==> config.mk <==
export PLATFORM = sky130hd
export DESIGN_NAME = knight_rider_scanner
export DESIGN_NICKNAME = d
export VERILOG_FILES = /design/src/rtl/knight_rider_scanner.sv
export SDC_FILE = /design/constraint.sdc
export NUM_CORES = 1
export LEC_CHECK = 0
export CAP_MARGIN = 15
export CORE_MARGIN = 10
export CORE_UTILIZATION = 55
export CTS_BUF_LIST = sky130_fd_sc_hd__clkbuf_4
export CTS_CLUSTER_SIZE = 30
export DETAILED_ROUTE_END_ITERATION = 6
export MAX_ROUTING_LAYER = met4
export PLACE_DENSITY = 0.94
export SYNTH_ARGS = -nofsm -noshare
export SYNTH_HDL_FRONTEND = slang
export SYNTH_SLANG_ARGS = --single-unit
==> constraint.sdc <==
create_clock -name CLK -period 3.6 [get_ports CLK]
set_input_delay 0.54 -clock CLK [delete_from_list [all_inputs] [get_ports CLK]]
set_output_delay 0.54 -clock CLK [all_outputs]
set_load 0.05 [all_outputs]
==> src/rtl/knight_rider_scanner.sv <==
// Knight Rider LED scanner: a single lit LED sweeps up and down the bar, one step per TICK while RUN is high.
// Optional trailing LED is enabled by defining KRS_TAIL_EN.
module knight_rider_scanner #(
    parameter int NLEDS = 10,
    parameter int DWELL = 0
) (
    input  logic             CLK,
    input  logic             CLR,
    input  logic             TICK,
    input  logic             RUN,
    output logic [NLEDS-1:0] LED,
    output logic [3:0]       POS,
    output logic             DIR,
    output logic             WRAP
);

    typedef enum logic [1:0] {UP, HOLD_HI, DOWN, HOLD_LO} state_t;

    localparam logic [3:0]       PMAX = 4'(NLEDS - 1);
    localparam logic [3:0]       DW   = 4'(DWELL);
    localparam logic [NLEDS-1:0] ONE  = {{(NLEDS-1){1'b0}}, 1'b1};

    state_t           state, state_n;
    logic [3:0]       pos, pos_n;
    logic [3:0]       cnt, cnt_n;
    logic             dir, dir_n;
    logic             wrap, wrap_n;
    logic [NLEDS-1:0] led, led_n;
    logic             adv;

    assign adv = TICK & RUN;

`ifdef KRS_TAIL_EN
    logic [3:0] tail, tail_n;
    logic       tail_valid, tail_valid_n;

    // The tail always records the position before the latest advance, so it
    // coincides with POS while dwelling at an end.
    assign tail_n       = adv ? pos : tail;
    assign tail_valid_n = tail_valid | adv;

    always_ff @(posedge CLK or negedge CLR) begin
        if (!CLR) begin
            tail       <= 4'd0;
            tail_valid <= 1'b0;
        end else begin
            tail       <= tail_n;
            tail_valid <= tail_valid_n;
        end
    end
`endif

    always_ff @(posedge CLK or negedge CLR) begin
        if (!CLR) begin
            state <= UP;
            pos   <= 4'd0;
            cnt   <= 4'd0;
            dir   <= 1'b1;
            wrap  <= 1'b0;
            led   <= '0;
        end else begin
            state <= state_n;
            pos   <= pos_n;
            cnt   <= cnt_n;
            dir   <= dir_n;
            wrap  <= wrap_n;
            led   <= led_n;
        end
    end

    always_comb begin
        state_n = state;
        pos_n   = pos;
        cnt_n   = cnt;
        dir_n   = dir;
        wrap_n  = 1'b0;
        if (adv) begin
            case (state)
                UP: begin
                    if (pos < PMAX) pos_n = pos + 4'd1;
                    if (pos_n >= PMAX) begin
                        if (DW != 4'd0) begin
                            state_n = HOLD_HI;
                            cnt_n   = DW;
                        end else begin
                            state_n = DOWN;
                            dir_n   = 1'b0;
                        end
                    end
                end
                HOLD_HI: begin
                    cnt_n = cnt - 4'd1;
                    if (cnt <= 4'd1) begin
                        state_n = DOWN;
                        dir_n   = 1'b0;
                        cnt_n   = 4'd0;
                    end
                end
                DOWN: begin
                    if (pos != 4'd0) pos_n = pos - 4'd1;
                    if (pos_n == 4'd0) begin
                        wrap_n = 1'b1;
                        if (DW != 4'd0) begin
                            state_n = HOLD_LO;
                            cnt_n   = DW;
                        end else begin
                            state_n = UP;
                            dir_n   = 1'b1;
                        end
                    end
                end
                HOLD_LO: begin
                    cnt_n = cnt - 4'd1;
                    if (cnt <= 4'd1) begin
                        state_n = UP;
                        dir_n   = 1'b1;
                        cnt_n   = 4'd0;
                    end
                end
                default: begin
                    state_n = UP;
                    pos_n   = 4'd0;
                    cnt_n   = 4'd0;
                    dir_n   = 1'b1;
                end
            endcase
        end
    end

    // LED is registered from the next position so it lines up with POS.
    always_comb begin
        led_n = '0;
        if (RUN) begin
            led_n = ONE << pos_n;
`ifdef KRS_TAIL_EN
            if (tail_valid_n) led_n = led_n | (ONE << tail_n);
`endif
        end
    end

    assign LED  = led;
    assign POS  = pos;
    assign DIR  = dir;
    assign WRAP = wrap;

endmodule

=== After elaboration in Yosys (flattened, before gate mapping) ===
Index checks and enable logic that the tools add are counted.

* Add/subtract/negate cells: 3
* Magnitude comparators: 3
* Equality and inequality tests: 7
* Shift-type cells: 1
* Muxes and demuxes: 23
* Bitwise logic cells: 1
* Reduce and logical (&&, ||, !) cells: 6

{| class="wikitable"
|+ Operators by type and width
! operator !! count
|-
| two-way mux 4 bit || 8
|-
| two-way mux 10 bit || 1
|-
| left shift 1 x 4 -> 10 bit, first input constant || 1
|-
| two-way mux 2 bit || 4
|-
| inequality test 2 bit, second input constant || 4
|-
| case mux 2 bit (4 select lines) || 1
|-
| case mux 4 bit (2 select lines) || 1
|-
| subtractor 4 x 1 -> 4 bit, second input constant || 2
|-
| two-way mux 1 bit || 7
|-
| AND reduction 5 bit || 1
|-
| adder 4 x 1 -> 4 bit, second input constant || 1
|-
| == test 2 bit, second input constant || 2
|-
| greater-or-equal comparator 4 bit, second input constant || 1
|-
| <= comparator 4 x 1 -> 1 bit, second input constant || 1
|-
| zero test 4 bit || 1
|-
| less-than comparator 4 bit, second input constant || 1
|-
| case mux 1 bit (4 select lines) || 1
|-
| nonzero test 4 bit || 1
|-
| == test 2 x 1 -> 1 bit, second input constant || 1
|-
| zero test 2 bit || 1
|-
| AND reduction 2 bit || 1
|-
| OR reduction 2 bit || 1
|-
| AND 1 bit || 1
|}

* Bits in registers: 22
* Input bits: 4
* Output and inout bits: 16
* Logic and storage cells: 50

=== Depth between registers and ports, before layout ===
Gate-level depths: netlist of the first run.

* Depth in word-level cells: 8
* Depth in mapped cells: 8
* Depth with buffers taken out: 8

=== Least setup slack after synthesis of the first run ===
No wires, ideal clock.

* Kind: register to register
* Start: register pos[0], in the netlist POS[0]
* End: register led[4], in the netlist LED[4]
* Setup time: 74 ps
* Data arrival time: 2297 ps
* Data required time: 3526 ps
* Slack: 1230 ps
* Cell stages (with the launch flop): 8
* Buffers on the path: 0
* Period minus slack after synthesis: 2370 ps
* Cell sequence: dfrtp_1 > inv_1 > ha_1 > or4b_1 > o211ai_2 > a22oi_2 > or2_1 > nor2_1

* Word-level cells in the longest chain between the ends: 8
* Elaborated cells between the ends (all ways): 14
* Classes of those cells: 2 x add/sub; 1 x order compare; 1 x shift; 9 x mux; 1 x reduce/logical

{| class="wikitable"
|+ Ends and longest elaborated chain
! what !! RTL line !! source
|-
| from (decl) || 24 || <nowiki>logic [3:0] pos, pos_n;</nowiki>
|-
| from (signal assigned) || 63 || <nowiki>pos <= pos_n;</nowiki>
|-
| subtractor 4 x 1 -> 4 bit (tied with other cells) || 100 || <nowiki>if (pos != 4'd0) pos_n = pos - 4'd1;</nowiki>
|-
| two-way mux 4 bit (on tied branches) || 100, 80 ||
|-
| two-way mux 4 bit || 78 || <nowiki>case (state)</nowiki>
|-
| two-way mux 4 bit || 77 || <nowiki>if (adv) begin</nowiki>
|-
| case mux 4 bit (2 select lines) (*) || 78 ||
|-
| two-way mux 4 bit (*) || 77 ||
|-
| net pos_n[1] || 24 ||
|-
| left shift 1 x 4 -> 10 bit (*) || 134 || <nowiki>led_n = ONE << pos_n;</nowiki>
|-
| two-way mux 10 bit (*) || 133 || <nowiki>if (RUN) begin</nowiki>
|-
| net led_n[4] || 28 || <nowiki>logic [NLEDS-1:0] led, led_n;</nowiki>
|-
| to (signal assigned) || 67 || <nowiki>led <= led_n;</nowiki>
|-
| to (decl) || 28 ||
|}

Mark *: on every way through the listed nets, which the timed path passes. The rest lies on a longest branch. The select of a mux whose other input is x is not followed.
A chain may end at the register's enable or synchronous reset.

=== Worst setup path in the final report of the first run ===
* Start: register pos[2], in the netlist POS[2]
* End: output port POS[2]

{| class="wikitable"
|+ RTL lines
! what !! RTL line !! source
|-
| to (decl) || 12 || <nowiki>output logic [3:0] POS,</nowiki>
|}

No word-level cell between the ends.

==> results of run 1 <==
## metrics by stage
| stage | util | hold WS (ps) |
|---|---|---|
| 2_1_floorplan | - | 244 |
| 3_3_place_gp | 0.713 | 498 |
| 3_5_place_dp | 0.713 | 503 |
| 4_1_cts | 0.732 | 517 |
| 5_1_grt | 0.732 | 536 |
| 6_report | 0.732 | 514 |
## per-layer routing
layer | track usage | part of all wire
met4 | 0.0288 | 0.0068
met5 | - | 0
met3 | 0.0275 | 0.062
met2 | 0.206 | 0.54
met1 | 0.146 | 0.40
## power groups by stage
stage,sequential [mW],combinational (mW),clock (mW)
final,0.321,0.556,0.0965
after detailed placement,0.322,0.551,0
after floorplan,0.410,0.319,0
after CTS,0.319,0.554,0.100
after global placement,0.321,0.537,0
after global routing,0.335,0.604,0.107
## area by class of cell
cell class              instances  area share
inverters                       6      0.0204
well taps                      16      0.0182
clock buffers                   3      0.0204
repair buffers                 19       0.173
multi-input cells              61       0.377
clock inverters                 1     0.00454
flip-flops and latches         17       0.387
## state kept, by name, summed over array words and instances (netlist names)
signal and count:
WRAP 1, POS 4, LED 10, state 1, DIR 1
## cells by family after synthesis
group,synth area share
adders and majority gates,0.0284
and+or+nand+nor,0.231
DFF,0.484
xor gates and xnor gates,0.00993
buffers and inverters,0.0454
AOI/OAI and AO/OA,0.201
## cells in the final DEF (no fill, tap or decap), types with 2 or more instances in the layout
cell             Yosys  layout
clkdlybuf4s50_1      0      19
dfrtp_1             16      16
nor2_1              11      11
nand2_1              6       6
inv_1                6       6
nand2b_1             4       4
a21oi_1              3       3
nand3_1              3       3
clkbuf_4             0       3
nor3b_1              2       2
o22ai_1              2       2
nor2b_1              2       2
a31oi_1              2       2
nor3_1               2       2
a211oi_1             2       2
ha_1                 2       2
## worst max path at each step
stage	startpoint	to	slack, ps	depth (start not counted)
global route	POS[0]	LED[4]	1220	7
global placement	RUN	LED[5]	1390	6
CTS	POS[2]	POS[2]	1310	1
detailed placement	RUN	LED[6]	1200	6
floorplan	POS[0]	LED[4]	1230	7
finish	POS[2]	POS[2]	1320	1
==> results.md, run 1 <==
- Outcome: finished clean
- Dpl cell area: approximately 1100 um2
- Worst-Margin Slew: 697 ps
- Peak Freq: roughly 440 MHz
- PortBufs: 19
- Post-place setup slack: 1200 ps
- Synthesized flop and latch total: 17
- Largest net degree at the start of global routing: 18
- Cts repair resizes: 0
- CTS max path bufs: 2
- Total CTS buffers: 3
- DRC: 0
- CTS H-tree lvls: 1
- DRT iter0 DRCs: 15
- Layout cells sized above 1: 0.103
- Worst vdd ir: around 0.00055 V
- FF/Latch Area: about 430 um2
- Initial antenna violation count: 0
- Setup bufs post-CTS: 0
- Fin. Hold Viols: 0
- DPL Wire Length: 1580 um
- CTS Hold Bufs: 0
- Post-synth top cells: dfrtp_1 (16), nor2_1 (11), inv_1 (6), nand2_1 (6), nand2b_1 (4)
- Leak: approximately 0.47 nW
- Clock slew at reported path FFs: around 100 ps
- Max Cap Viol: 0
- Nets: 114
- Final clock skew: 9.75 ps
- R2r worst-path depth: 7
- Slowest-stage cell, CP: clkdlybuf4s50_1
- Ys flop type: dfrtp_1
- Clock Root Buffer: clkbuf_4
- Initial Util: 0.586
- Clock Power Share: 0.099
- Count leader, synth: dfrtp_1
- First-pass GRT wire length: roughly 3400 um
- Finish-stage setup viols: 0
- Internal power: approximately 0.48 mW
- Async S/R FF share, synth: 1.00
- Die X-Extent: between 60 and 70 um
- Syn avg cell area: between 10 and 15 um2
- Top cell type's share of synthesized area: 0.454
- Die footprint: 3610 um2
- Final setup margin: roughly 1300 ps
- Crit-path max FO: 13
- Crit path DAT: roughly 1700 ps
- Core area: between 1500 and 2000 um2
- Yosys cell types: 37
- Critical-path cell list: clkdlybuf4s50_1
- Placer Congestion: about 0.89
- Cell Count, Final, Fillers Out: around 120
- Comb power frac: 0.572
- Worst R2R End: LED[4]
- Number of fill cells: 111
- Hold wc startpoint: DIR
- Top cell family by delay on the critical path: buffers and inverters
- Area of the multi-input gates: approximately 420 um2
- P&R area growth vs syn: 25.0%
- Yosys top cell by area: dfrtp_1
- Number of core rows: 14
- Mapped cell area: 882 um2
- Routed vias/inst: ~6.2
- Max_slew headroom: 0.534
- RSZ-0062 raised after global routing: no
- Top post-synthesis cells by area: dfrtp_1 (45%), nor2_1 (4.7%), dfstp_2 (3.0%)
- Vias in the first global route: between 700 and 800
- CP Launch Type: flip-flop
- Worst Hold Class: flip-flop to flip-flop
- CP peak stage delay: roughly 880 ps
- CTS Sinks: 17
- Post-Place Cells: roughly 120
- DR vias: between 700 and 800
- Post-route ant nets: 0
- Antenna cells: 0
- WS Path Type: flip-flop to primary output
- WL/cell: 16.8 um
- Die Ht: ~60 um
- Net count after synthesis: slightly above 90
- Total track usage: 0.123
- Sw frac: 0.504
- Final Cycle Share: 0.634
- Crit path capture type: primary output
- Final instance area: between 1000 and 1500 um2
- Worst EP required: 3060 ps
- Worst R2R Setup Slack: 1340 ps
- 1st-pass router iterations: 4
- Register area share after synthesis: 0.484
- PwrDens: 883 nW/um2
- Hold Crit Endpoint: DIR
- Post-synth EDFFs: 0
- Yosys warnings: 0
- Crit path buf inv count: 1
- PnR Total Power: just under 1 mW
- Reg power frac: 0.329
- Total gr overflow: 0
- CTS tree: built
- Reg-to-Reg Start: POS[0]
- Num ports: 20
- Gate Count Post-Synth: between 80 and 90
- Max-slew violations: 0
- Clock period minus worst slack: approximately 2300 ps
- Hold path depth: 1
- Clock Latency Late Sink: around 280 ps
- Setup TNS: 0 ps
- NetSw: roughly 0.5 mW
- DRT Wirelength: roughly 2100 um
(Power assumes the default switching activity.)
==> inputs of run 2 (changes only) <==
--- a/config.mk
+++ b/config.mk
@@ -7,12 +7,12 @@
 export LEC_CHECK = 0
 export CAP_MARGIN = 15
 export CORE_MARGIN = 10
-export CORE_UTILIZATION = 55
+export CORE_UTILIZATION = 46
 export CTS_BUF_LIST = sky130_fd_sc_hd__clkbuf_4
 export CTS_CLUSTER_SIZE = 30
 export DETAILED_ROUTE_END_ITERATION = 6
 export MAX_ROUTING_LAYER = met4
-export PLACE_DENSITY = 0.94
+export PLACE_DENSITY = 0.85
 export SYNTH_ARGS = -nofsm -noshare
 export SYNTH_HDL_FRONTEND = slang
 export SYNTH_SLANG_ARGS = --single-unit
==> constraint.sdc (replaced) <==
create_clock -name CLK -period 1.9 [get_ports CLK]
set_input_delay 0.285 -clock CLK [delete_from_list [all_inputs] [get_ports CLK]]
set_output_delay 0.285 -clock CLK [all_outputs]
set_load 0.05 [all_outputs]
==> run 2 against run 1 <==
Against the previous run: clock skew decreased by 5.7 ps; die area rose by 13%; register-to-register slack worse by 1300 ps; hold slack worse by 260 ps; flip-flop and latch count stayed put; cell count grew 20%; critical path depth grew 6; wire length increased by 16%; sequential power up 81%; sequential share of layout area is 4.4 points lower; via count grew 7.1%; critical endpoint is now LED[4].
==> results.md, run 2 (same netlist as run 1, synthesis figures left out) <==
- Total gr overflow: 0 (unchanged)
- Final Hold Slack: 254 ps (-260 ps)
- Worst R2R End: LED[4]
- Number of core rows: 15 (+1)
- CTS Sinks: 17 (unchanged)
- Die footprint: 4070 um2 (+13%)
- Most frequent cells in the layout: buf_4 (20), clkdlybuf4s50_1 (14), dfrtp_1 (13), nor2_1 (11), nand2_1 (6)
- CTS Hold Bufs: 0 (unchanged)
- Worst vdd ir: 0.000928 V (+70%)
- CTS max path bufs: 2 (unchanged)
- Max_slew headroom: 0.658 (+0.124)
- Final instance area: 1250 um2 (+14%)
- WS Path Type: flip-flop to flip-flop
- Cell Count, Final, Fillers Out: 147 (+20%)
- Initial Util: 0.500 (-0.0855)
- PnR Total Power: 2.14 mW (+120%)
- Crit-path max FO: 9 (-4)
- Core area: 1760 um2 (+17%)
- Initial antenna violation count: 0 (unchanged)
- CTS tree: built
- Antenna cells: 0 (unchanged)
- WL/cell: 16.3 um (-2.8%)
- Total track usage: 0.116 (-0.00695)
- Worst Hold Class: input pin to async pin
- DRT iter0 DRCs: 58 (+43)
- Number of fill cells: 133 (+20%)
- R2r worst-path depth: 7 (unchanged)
- Reg-to-Reg Start: POS[0]
- First-pass GRT wire length: 3870 um (+13%)
- PwrDens: 1700 nW/um2 (+93%)
- Worst R2R Setup Slack: 20 ps (-1320 ps)
- CTS H-tree lvls: 1 (unchanged)
- Largest net degree at the start of global routing: 15 (-3)
- Die X-Extent: 63.8 um (+6.2%)
- Max-slew violations: 0 (unchanged)
- Commonest non-fill, non-tap cell in the layout: buf_4
- DR vias: 819 (+7.1%)
- 1st-pass router iterations: 4 (unchanged)
- Max FFs per register: 10 (unchanged)
- Placer Congestion: 0.929 (+4.5%)
- Max Cap Viol: 0 (unchanged)
- Crit path capture type: flip-flop
- PortBufs: 19 (unchanged)
- Clock Root Buffer: clkbuf_4
- Post-place setup slack: -16.1 ps (-1220 ps)
- Outcome: finished clean
- RSZ-0062 raised after global routing: yes
- Nets: 129 (+13%)
- Setup TNS: 0 ps (unchanged)
- Post-Place Cells: 139 (+17%)
- Crit path DAT: 2100 ps (+360 ps)
- Layout cells sized above 1: 0.320 (+0.217)
- Total CTS buffers: 3 (unchanged)
- Post-route ant nets: 0 (unchanged)
- Clock slew at reported path FFs: 110 ps (about the same)
- Final Util: 0.711 (-0.0211)
- Num ports: 20 (unchanged)
- Dpl cell area: 1170 um2 (+9.2%)
- Final Cycle Share: 0.988
- Peak Freq: roughly 530 MHz
- Die Ht: 63.8 um (+6.2%)
- P&R area growth vs syn: 42.1%
- Fin. Hold Viols: 0 (unchanged)
- Leak: 0.543 nW (+16%)
- Final clock skew: 4.01 ps (-5.74 ps)
- CP Launch Type: flip-flop
- DPL Wire Length: 1730 um (+9.3%)
- Finish-stage setup viols: 0 (unchanged)
- Worst EP required: 2130 ps (-930 ps)
- DRT Wirelength: 2390 um (+16%)
- DRC: 0 (unchanged)
- Clock period minus worst slack: around 1900 ps
- Worst-Margin Slew: 512 ps (-185 ps)
- Clock Latency Late Sink: 290 ps (about the same)
- Routed vias/inst: 5.57 (-10%)
- Final setup margin: 22.4 ps (-1300 ps)
- Vias in the first global route: 828 (+15%)
run 2: timing repair:
action | 4_1_cts | 5_1_grt
gates resized for setup | 0 | 5
setup buffers | 0 | 4
endpoints found under the setup margin | 0 | 7
run 2: critical path, stage by stage, from the launching register on:
cell      delay [ps]
dfrtp_2          410
inv_4             50
ha_4             180
nor2b_1          170
o311ai_1         430
a22oi_2          180
or2_1            290
nor2_1           100
run 2: worst max-delay path by stage:
stage | start | to | slack (ps) | depth (start not counted)
global route | POS[0] | LED[8] | -130 | 7
finish | POS[0] | LED[4] | 20 | 7
detailed placement | RUN | LED[3] | -20 | 7
floorplan | POS[0] | LED[4] | -80 | 7
CTS | POS[0] | LED[0] | 2 | 7
global placement | RUN | LED[7] | 10 | 7
run 2: final cells by class:
type	count	area [um2]	share of cell area
clock buffers	3	22.5	0.0180
clock inverters	1	5.00	0.00399
inverters	6	25.0	0.0200
multi-input cells	61	449	0.358
flip-flops and latches	17	430	0.343
well taps	25	31.3	0.0250
repair buffers	34	290	0.232
run 2: where the power goes:
group          leakage [nW]  switching, mW  internal [mW]
clock network        0.0177          0.119         0.0783
logic                 0.310          0.804          0.551
registers             0.215          0.126          0.456
total                 0.543           1.05           1.09
run 2: per-layer routing:
layer / track usage / part of all wire / wire, um
met2: 0.190 / 0.49 / 1160
met3: 0.0226 / 0.042 / 100
met1: 0.138 / 0.46 / 1110
met5: - / 0 / 0
met4: 0.0410 / 0.0088 / 21
==> inputs of run 3 (changes only) <==
==> constraint.sdc (replaced) <==
create_clock -name CLK -period 1.9 [get_ports CLK]
set_input_delay 0.38 -clock CLK [delete_from_list [all_inputs] [get_ports CLK]]
set_output_delay 0.38 -clock CLK [all_outputs]
set_load 0.05 [all_outputs]
==> run 3 against run 2 <==
Against the previous run: critical path depth did not move; critical endpoint is now LED[0]; clock power barely moved; maximum frequency rose by 0.83%; critical path type unchanged.
==> results.md, run 3 (same netlist as run 1, synthesis figures left out) <==
- Outcome: finished clean
- Cell Count, Final, Fillers Out: 144 (-2.0%)
- Final setup margin: 37.9 ps (+15.5 ps)
- 1st-pass router iterations: 4 (unchanged)
- R2r worst-path depth: 7 (unchanged)
- PwrDens: 1750 nW/um2 (+2.7%)
- Crit path capture type: flip-flop
- Finish-stage setup viols: 0 (unchanged)
- Num ports: 20 (unchanged)
- Post-Place Cells: 137 (-1.4%)
- Number of fill cells: 141 (+6.0%)
- Setup TNS: 0 ps (unchanged)
- PortBufs: 19 (unchanged)
- Layout cells sized above 1: 0.353 (+0.0333)
- Initial antenna violation count: 0 (unchanged)
- Final clock skew: 8.96 ps (+4.95 ps)
- CP peak stage delay: 490 ps (+60 ps)
- Final Cycle Share: 0.980 (-0.00815)
- Routed vias/inst: 5.83 (+4.7%)
- Die X-Extent: 63.8 um (unchanged)
- Core area: 1760 um2 (unchanged)
- Initial Util: 0.500 (unchanged)
- CP Launch Type: flip-flop
- Largest net degree at the start of global routing: 18 (+3)
- P&R area growth vs syn: 43.8%
- Max-slew violations: 0 (unchanged)
- Post-route ant nets: 0 (unchanged)
- Leak: 0.539 nW (-0.71%)
- Worst Hold Class: input pin to async pin
- Total CTS buffers: 3 (unchanged)
- Die Ht: 63.8 um (unchanged)
- Total track usage: 0.114 (-0.00267)
- Placer Congestion: 1.01 (+8.9%)
- Max Cap Viol: 0 (unchanged)
- Clock Latency Late Sink: 300 ps (about the same)
- Peak Freq: 537 MHz (+0.83%)
- Commonest non-fill, non-tap cell in the layout: buf_4
- Worst vdd ir: 0.00129 V (+39%)
- Reg-to-Reg Start: POS[1]
- Die footprint: 4070 um2 (unchanged)
- CTS max path bufs: 2 (unchanged)
- CTS H-tree lvls: 1 (unchanged)
- WS Path Type: flip-flop to flip-flop
- Worst-Margin Slew: 508 ps (-4.34 ps)
- Worst R2R End: LED[0]
- Vias in the first global route: 764 (-7.7%)
- Post-place setup slack: -165 ps (-149 ps)
- CTS Sinks: 17 (unchanged)
- Crit-path max FO: 4 (-5)
- DRT iter0 DRCs: 40 (-31%)
- Final Hold Slack: 399 ps (+145 ps)
- Clock period minus worst slack: 1860 ps (-15.5 ps)
- Fin. Hold Viols: 0 (unchanged)
- RSZ-0062 raised after global routing: yes
- Final instance area: 1270 um2 (+1.2%)
- Clock Root Buffer: clkbuf_4
- Clock slew at reported path FFs: 110 ps (about the same)
- WL/cell: 17.4 um (+7.1%)
- Number of core rows: 15 (unchanged)
- Dpl cell area: 1160 um2 (-1.3%)
- CTS tree: built
- DR vias: 840 (+2.6%)
- DRC: 0 (unchanged)
- Total gr overflow: 0 (unchanged)
- Nets: 126 (-2.3%)
- Max_slew headroom: 0.661 (+0.00291)
- Final Util: 0.719 (+0.00851)
- Max FFs per register: 10 (unchanged)
- Worst EP required: 2120 ps (about the same)
- Antenna cells: 0 (unchanged)
- DRT Wirelength: 2510 um (+4.9%)
- PnR Total Power: 2.22 mW (+3.9%)
- First-pass GRT wire length: 3660 um (-5.3%)
- Worst R2R Setup Slack: 40 ps (+20 ps)
- Critical-path cell list: inv_2 > ha_4 > or4b_4 > o211ai_2 > a22oi_2 > or2_4 > nor2_1
- DPL Wire Length: 1680 um (-2.8%)
- Crit path DAT: 2080 ps (-20 ps)
- Most frequent cells in the layout: buf_4 (17), clkdlybuf4s50_1 (14), dfrtp_1 (13), nor2_1 (10), nand2_1 (6)
- Slowest-stage cell, CP: or4b_4
run 3: layer usage:
layer,global-route usage,share of wire,vias to the layer above
li1,-,-,379
met1,0.135,0.40,393
met2,0.179,0.49,62
met3,0.0314,0.096,6
met4,0.0410,0.014,0
met5,-,0,-
run 3: critical path, delay by kind of cell (launching register included):
kind | cells | cell delay (ps)
adders and majority gates | 1 | 190
buffers and inverters | 1 | 80
and+or+nand+nor | 3 | 880
AOI/OAI and AO/OA | 2 | 210
DFF | 1 | 430
run 3: timing repair:
item                       in CTS  in global routing
hold endpoints to repair        0                  0
resized for setup               1                  9
setup buffers                   1                  2
pin swaps                       3                  3
setup endpoints to repair       3                  8
hold buffers                    0                  0
run 3: area by class of cell:
cell class | count | area [um2] | share of cell area
well taps | 25 | 31.3 | 0.0247
inverters | 6 | 25.0 | 0.0197
repair buffers | 31 | 268 | 0.211
multi-input cells | 61 | 487 | 0.384
clock inverters | 1 | 5.00 | 0.00394
flip-flops and latches | 17 | 430 | 0.339
clock buffers | 3 | 22.5 | 0.0178
run 3: worst max-delay path by stage:
| stage | depth (start not counted) | start | slack, ps | end |
|---|---|---|---|---|
| 3_3_place_gp | 6 | RUN | -70 | LED[7] |
| 4_1_cts | 8 | POS[0] | 3 | LED[4] |
| 3_5_place_dp | 6 | RUN | -170 | LED[5] |
| 6_report | 7 | POS[1] | 40 | LED[0] |
| 5_1_grt | 9 | POS[1] | -30 | LED[7] |
| 2_1_floorplan | 7 | POS[0] | -80 | LED[4] |
run 3: report_power, final:
group / switching (mW) / internal [mW] / total [mW]
registers: 0.129 / 0.456 / 0.585
clock network: 0.121 / 0.0783 / 0.199
logic: 0.847 / 0.588 / 1.43
total: 1.10 / 1.12 / 2.22
